File: config.mk
export PLATFORM = sky130hd
export DESIGN_NAME = cc_lookup_dispatch
export DESIGN_NICKNAME = d
export VERILOG_FILES = /design/src/rtl/cc_lookup_dispatch.sv
export SDC_FILE = /design/constraint.sdc
export NUM_CORES = 1
export LEC_CHECK = 0
export CAP_MARGIN = 20
export CORE_AREA = 2 2 435 437
export CTS_CLUSTER_DIAMETER = 120
export DETAILED_ROUTE_END_ITERATION = 8
export DIE_AREA = 0 0 437 439
export DONT_BUFFER_PORTS = 1
export PLACE_DENSITY = 0.3
export SYNTH_ARGS = -nofsm -noshare
export SYNTH_HDL_FRONTEND = slang
export SYNTH_SLANG_ARGS = --single-unit
File: constraint.sdc
create_clock -name clk -period 34.1 [get_ports clk]
set_clock_uncertainty 0.05 [all_clocks]
set_input_delay 6.82 -clock clk [delete_from_list [all_inputs] [get_ports clk]]
set_output_delay 6.82 -clock clk [all_outputs]
set_load 0.05 [all_outputs]
File: src/rtl/cc_lookup_dispatch.sv
// Lookup-result dispatcher: pushes hit flags/data to the reorder FIFOs and issues AXI WRAP reads on misses.
// Optional perf counters enabled by defining CC_LOOKUP_DISPATCH_PERF_EN.
module cc_lookup_dispatch #(
  parameter int unsigned MAX_OUTSTANDING = 4,
  parameter int unsigned ADDR_WIDTH      = 32
) (
  input  logic                  clk,
  input  logic                  rst,
  input  logic                  lookup_valid_i,
  output logic                  lookup_ready_o,
  input  logic                  lookup_hit_i,
  input  logic [ADDR_WIDTH-1:0] lookup_addr_i,
  input  logic [511:0]          lookup_data_i,
  input  logic                  hit_flag_fifo_afull_i,
  output logic                  hit_flag_fifo_wren_o,
  output logic                  hit_flag_fifo_wdata_o,
  input  logic                  hit_data_fifo_afull_i,
  output logic                  hit_data_fifo_wren_o,
  output logic [517:0]          hit_data_fifo_wdata_o,
  output logic [ADDR_WIDTH-1:0] mem_araddr_o,
  output logic [3:0]            mem_arlen_o,
  output logic [2:0]            mem_arsize_o,
  output logic [1:0]            mem_arburst_o,
  output logic                  mem_arvalid_o,
  input  logic                  mem_arready_i,
  input  logic                  mem_rlast_done_i,
`ifdef CC_LOOKUP_DISPATCH_PERF_EN
  input  logic                  perf_clr_i,
  output logic [31:0]           perf_hit_cnt_o,
  output logic [31:0]           perf_miss_cnt_o,
`endif
  output logic [2:0]            outstanding_o
);

  typedef enum logic [0:0] {IDLE, AR_WAIT} state_t;

  localparam logic [2:0] MAX_CNT = 3'(MAX_OUTSTANDING);

  state_t state;
  logic   accept;
  logic   accept_hit;
  logic   accept_miss;
  logic   ar_hs;
  logic   rlast_dec;

  assign mem_arlen_o   = 4'd7;
  assign mem_arsize_o  = 3'b011;
  assign mem_arburst_o = 2'b10;

  assign lookup_ready_o = (state == IDLE) && !hit_flag_fifo_afull_i &&
                          (lookup_hit_i ? !hit_data_fifo_afull_i : (outstanding_o < MAX_CNT));

  assign accept      = lookup_valid_i && lookup_ready_o;
  assign accept_hit  = accept && lookup_hit_i;
  assign accept_miss = accept && !lookup_hit_i;
  assign ar_hs       = mem_arvalid_o && mem_arready_i;
  // A completion with nothing outstanding is a stray pulse; drop it rather than wrap.
  assign rlast_dec   = mem_rlast_done_i && (outstanding_o != 3'd0);

  always_ff @(posedge clk or posedge rst) begin
    if (rst) begin
      state                 <= IDLE;
      hit_flag_fifo_wren_o  <= 1'b0;
      hit_flag_fifo_wdata_o <= 1'b0;
      hit_data_fifo_wren_o  <= 1'b0;
      hit_data_fifo_wdata_o <= '0;
      mem_arvalid_o         <= 1'b0;
      mem_araddr_o          <= '0;
      outstanding_o         <= '0;
    end else begin
      hit_flag_fifo_wren_o <= accept;
      hit_data_fifo_wren_o <= accept_hit;
      if (accept) begin
        hit_flag_fifo_wdata_o <= lookup_hit_i;
      end
      if (accept_hit) begin
        hit_data_fifo_wdata_o <= {lookup_addr_i[5:0], lookup_data_i};
      end

      case (state)
        IDLE: begin
          if (accept_miss) begin
            mem_arvalid_o <= 1'b1;
            mem_araddr_o  <= {lookup_addr_i[ADDR_WIDTH-1:3], 3'b000};
            state         <= AR_WAIT;
          end
        end
        AR_WAIT: begin
          if (mem_arready_i) begin
            mem_arvalid_o <= 1'b0;
            state         <= IDLE;
          end
        end
        default: state <= IDLE;
      endcase

      case ({ar_hs, rlast_dec})
        2'b10:   outstanding_o <= outstanding_o + 3'd1;
        2'b01:   outstanding_o <= outstanding_o - 3'd1;
        default: outstanding_o <= outstanding_o;
      endcase
    end
  end

`ifdef CC_LOOKUP_DISPATCH_PERF_EN
  always_ff @(posedge clk or posedge rst) begin
    if (rst) begin
      perf_hit_cnt_o  <= '0;
      perf_miss_cnt_o <= '0;
    end else if (perf_clr_i) begin
      perf_hit_cnt_o  <= '0;
      perf_miss_cnt_o <= '0;
    end else begin
      if (accept_hit)  perf_hit_cnt_o  <= perf_hit_cnt_o + 32'd1;
      if (accept_miss) perf_miss_cnt_o <= perf_miss_cnt_o + 32'd1;
    end
  end
`endif

endmodule

# After elaboration in Yosys (flattened, before gate mapping)
# Cells that the tools add are included.
# op_classes
reduce_logical	14
add_sub_neg	2
muxes	8
n_eq_ne	4
bitwise	1
n_lt_le_gt_ge	1
# ops
operator	count
1-bit logical AND	7
3-bit case mux with 2 select lines	1
1-bit 2-to-1 mux	5
2-bit != test, second input constant	2
1-bit case mux with 2 select lines	2
2-bit AND reduction	2
3-bit by 1-bit adder with 3-bit output, second input constant	1
1-bit logical NOT	3
3-bit < comparator, second input constant	1
3-bit nonzero test	1
3-bit by 1-bit subtractor with 3-bit output, second input constant	1
2-bit by 1-bit equality test with 1-bit output, second input constant	1
2-bit equality test, second input constant	1
2-bit nonzero test	1
1-bit NOT	1
# totals
elab_cells	38
reg_bits	555
in_bits	552

# Logic depth before layout (Yosys ltp)
# logic_depth
ltp_word	7
depth_mapped	7
depth_no_buf	7

# Least setup slack after synthesis
# No wires, ideal clock.
# synth_path
kind	input to output
startpoint	input lookup_hit_i
endpoint	output lookup_ready_o
t_required_ns	27.230
cell_stages	2
slack_ns	19.037
t_arrival_ns	8.193
path_buffers	0
cell_sequence	mux2_2 > nor3_1
# synth_between
elab_chain_cells	2
# synth_lines
item	line_no	text
start: declaration	11	input logic lookup_hit_i,
1-bit 2-to-1 mux	51	(lookup_hit_i ? !hit_data_fifo_afull_i : (outstanding_o < MAX_CNT));
1-bit logical AND	50	assign lookup_ready_o = (state == IDLE) && !hit_flag_fifo_afull_i &&
end: declaration	10	output logic lookup_ready_o,
# No other way between the ends.

# Worst setup path after layout
# Same ends and word-level chain as after synthesis.

==> flow_metrics.env <==
export IMPL_place_inst=3649
export IMPL_dpl_hpwl_um=73860
export IMPL_grt_use_met3_pct=5.825
export IMPL_core_region_area_sq_mm=0.1870
export IMPL_fp_row_count=159
export IMPL_cts_root_to_sink_buffers=3
export IMPL_cts_max_level=3
export IMPL_clock_sinks=555
export IMPL_drt_total_wl_um=90780
export IMPL_setup_viol=0
export IMPL_layout_nets=1781
export IMPL_route_detailed_drc=0
export IMPL_fin_setup_tns_ps=0
export IMPL_layout_drive_gt1_share_pct=53.16
export IMPL_grt_max_degree=150
export IMPL_dr_first_iter_drc_count=577
export IMPL_hold_viol=0
export IMPL_avgSynthCellArea_sq_um=17.45
export IMPL_yosysWarningCount=0
export IMPL_met2_usage_pct=15.17
export IMPL_cts_hold_buf=0
export IMPL_wl_per_cell_um=23.83
export IMPL_initial_core_util_pct=11.23
export IMPL_antenna_left=0
export IMPL_status="completed"
export IMPL_antenna_found_initial=116
export IMPL_fp_dieH_um=439
export IMPL_crit_arrival_ps=7560
export IMPL_irDropWorstVdd_mv=0.04427
export IMPL_relSlewSlack_pct=32.15
export IMPL_place_congestion=0.8565
export IMPL_fin_ws_ps=19670
export IMPL_endpoint_kind="output pin"
export IMPL_p_leak_nw=10.19
export IMPL_hold_path_class="reg -> reg"
export IMPL_root_buffer="clkbuf_16"
export IMPL_post_cts_resized=0
export IMPL_synth_cell_types=24
export IMPL_fin_total_pwr_mw=2.782
export IMPL_post_place_ws_ps=19670
export IMPL_cts_setup_buffers=0
export IMPL_yosysTopAreaCellShare_pct=66.15
export IMPL_dieWidth_um=437
export IMPL_synthToLayoutAreaGrowth_pct=23.88
export IMPL_cts_tree="yes"
export IMPL_ios=1119
export IMPL_synth_seq_cells=555
export IMPL_clk_latency_ps=660
export IMPL_numPortBuffers=0
export IMPL_grt_pass1_wl_um=117100
export IMPL_drv_slew=0
export IMPL_crit_type="in -> out"
export IMPL_worst_pin_slew_ps=1018
export IMPL_die_area_sq_mm=0.1918
export IMPL_grt_use_met1_pct=8.903
export IMPL_cts_clk_slew_worst_paths_ps=60
export IMPL_cts_buffers=71
export IMPL_syn_cell_area_sq_mm=0.02100
export IMPL_cp_start_kind="primary input"
export IMPL_drt_first_pass_iters=4
export IMPL_yosysSeqAreaShare_pct=66.15
export IMPL_ys_top_cells_by_area="dfrtp_1 (66%), mux2_2 (29%), buf_6 (3.0%)"
export IMPL_path_max_fanout=4
export IMPL_cp_required_ps=27230
export IMPL_netlist_instances=1203
export IMPL_fin_crit_ps=14430
export IMPL_max_freq_mhz=69.28
export IMPL_layout_commonest_cell="dfrtp_1"
export IMPL_fin_cells=3810
export IMPL_grt_pass1_vias=11740
export IMPL_avgViaCountPerCell=2.912
export IMPL_cap_violations=0
export IMPL_track_usage_pct=9.060
export IMPL_final_cell_mix="dfrtp_1 (555), mux2_2 (547), clkbuf_16 (71)"
export IMPL_yosysTopAreaCell="dfrtp_1"
export IMPL_rsz0062_at_grt="false"
export IMPL_grt_busiest_layer="met2"
export IMPL_grt_overflow=0
export IMPL_post_route_period_util_pct=42.33
export IMPL_powerDensity_mw_per_mm2=107.0
export IMPL_vias=11100
[report_power, final]
group | internal (mW) | switching, mW | leakage, nW
logic | 0.153 | 0.0800 | 2.34
registers | 0.842 | 0.947 | 6.68
clock network | 0.449 | 0.312 | 1.17
total | 1.44 | 1.34 | 10.2
[final timing paths]
check	startpoint	end	slack, ps	depth (start not counted)
worst max-delay path	lookup_hit_i	lookup_ready_o	19670	3
worst min-delay path	state	state	570	2
worst max register to register	state	hit_data_fifo_wdata_o[176]	29950	6
worst min register to register	state	state	570	2
max in group asynchronous	rst	hit_data_fifo_wdata_o[488]	25690	3
min in group asynchronous	rst	hit_data_fifo_wdata_o[15]	6100	1
[cells by family after synthesis]
family	share of synthesized area, %
AOI/OAI and AO/OA	0.1490
xor gates and xnor gates	0.1252
adders and majority gates	0.1549
buffers and inverters	3.647
DFF	66.15
muxes	29.44
other	0.03577
and+or+nand+nor	0.3039
[metal layers]
layer  part of all wire [%]  wire, um  vias up
met5                   0.80       729        -
met4                    3.3      2997      108
met3                     13     12070      250
met2                     50     45440      702
met1                     33     29540     5700
li1                       -         -     4336
[flip-flops by register name (all words and copies together) (netlist names)]
name                   cells
hit_data_fifo_wdata_o    518
mem_araddr_o              29
outstanding_o              3
hit_data_fifo_wren_o       1
hit_flag_fifo_wdata_o      1
hit_flag_fifo_wren_o       1
mem_arvalid_o              1
state                      1
[Yosys cell counts]
master,count
dfrtp_1,555
nand2_1,4
o31a_1,1
ha_1,1
or3_1,1
o211a_1,1
buf_6,56
o21bai_1,1
fa_1,1
nor3b_4,1
xnor2_1,1
buf_4,13
clkbuf_1,1
conb_1,2
mux2_2,547
mux2i_1,1
buf_2,3
o21ai_0,1
nor3_1,1
inv_1,5
or3b_4,1
xor2_1,2
mux2_1,1
nor2_1,2
[critical path, cell delays in order]
cell and delay [ps]:
mux2_2 320, nor3_1 180, buf_4 240
[metrics by stage]
stage	instance area, sq um	hold WS [ps]	utilization, %
finish	26010	573.5	13.91
global route	25950	594.1	13.88
CTS	25930	570.1	13.87
detailed placement	23560	566.6	12.60
global placement	23560	565.3	12.60
floorplan	21030	480.6	-
[final cells by class]
type | instances | area (sq um)
fill | 20700 | 161000
multi-input combinational | 580 | 6380
inverter | 5 | 26.28
sequential | 555 | 13890
clock inverter | 29 | 305.3
tap | 2495 | 3122
timing repair buffer | 14 | 142.6
clock buffer | 100 | 2066
antenna | 32 | 80.08
No activity file was read; power rests on OpenSTA's default activity.
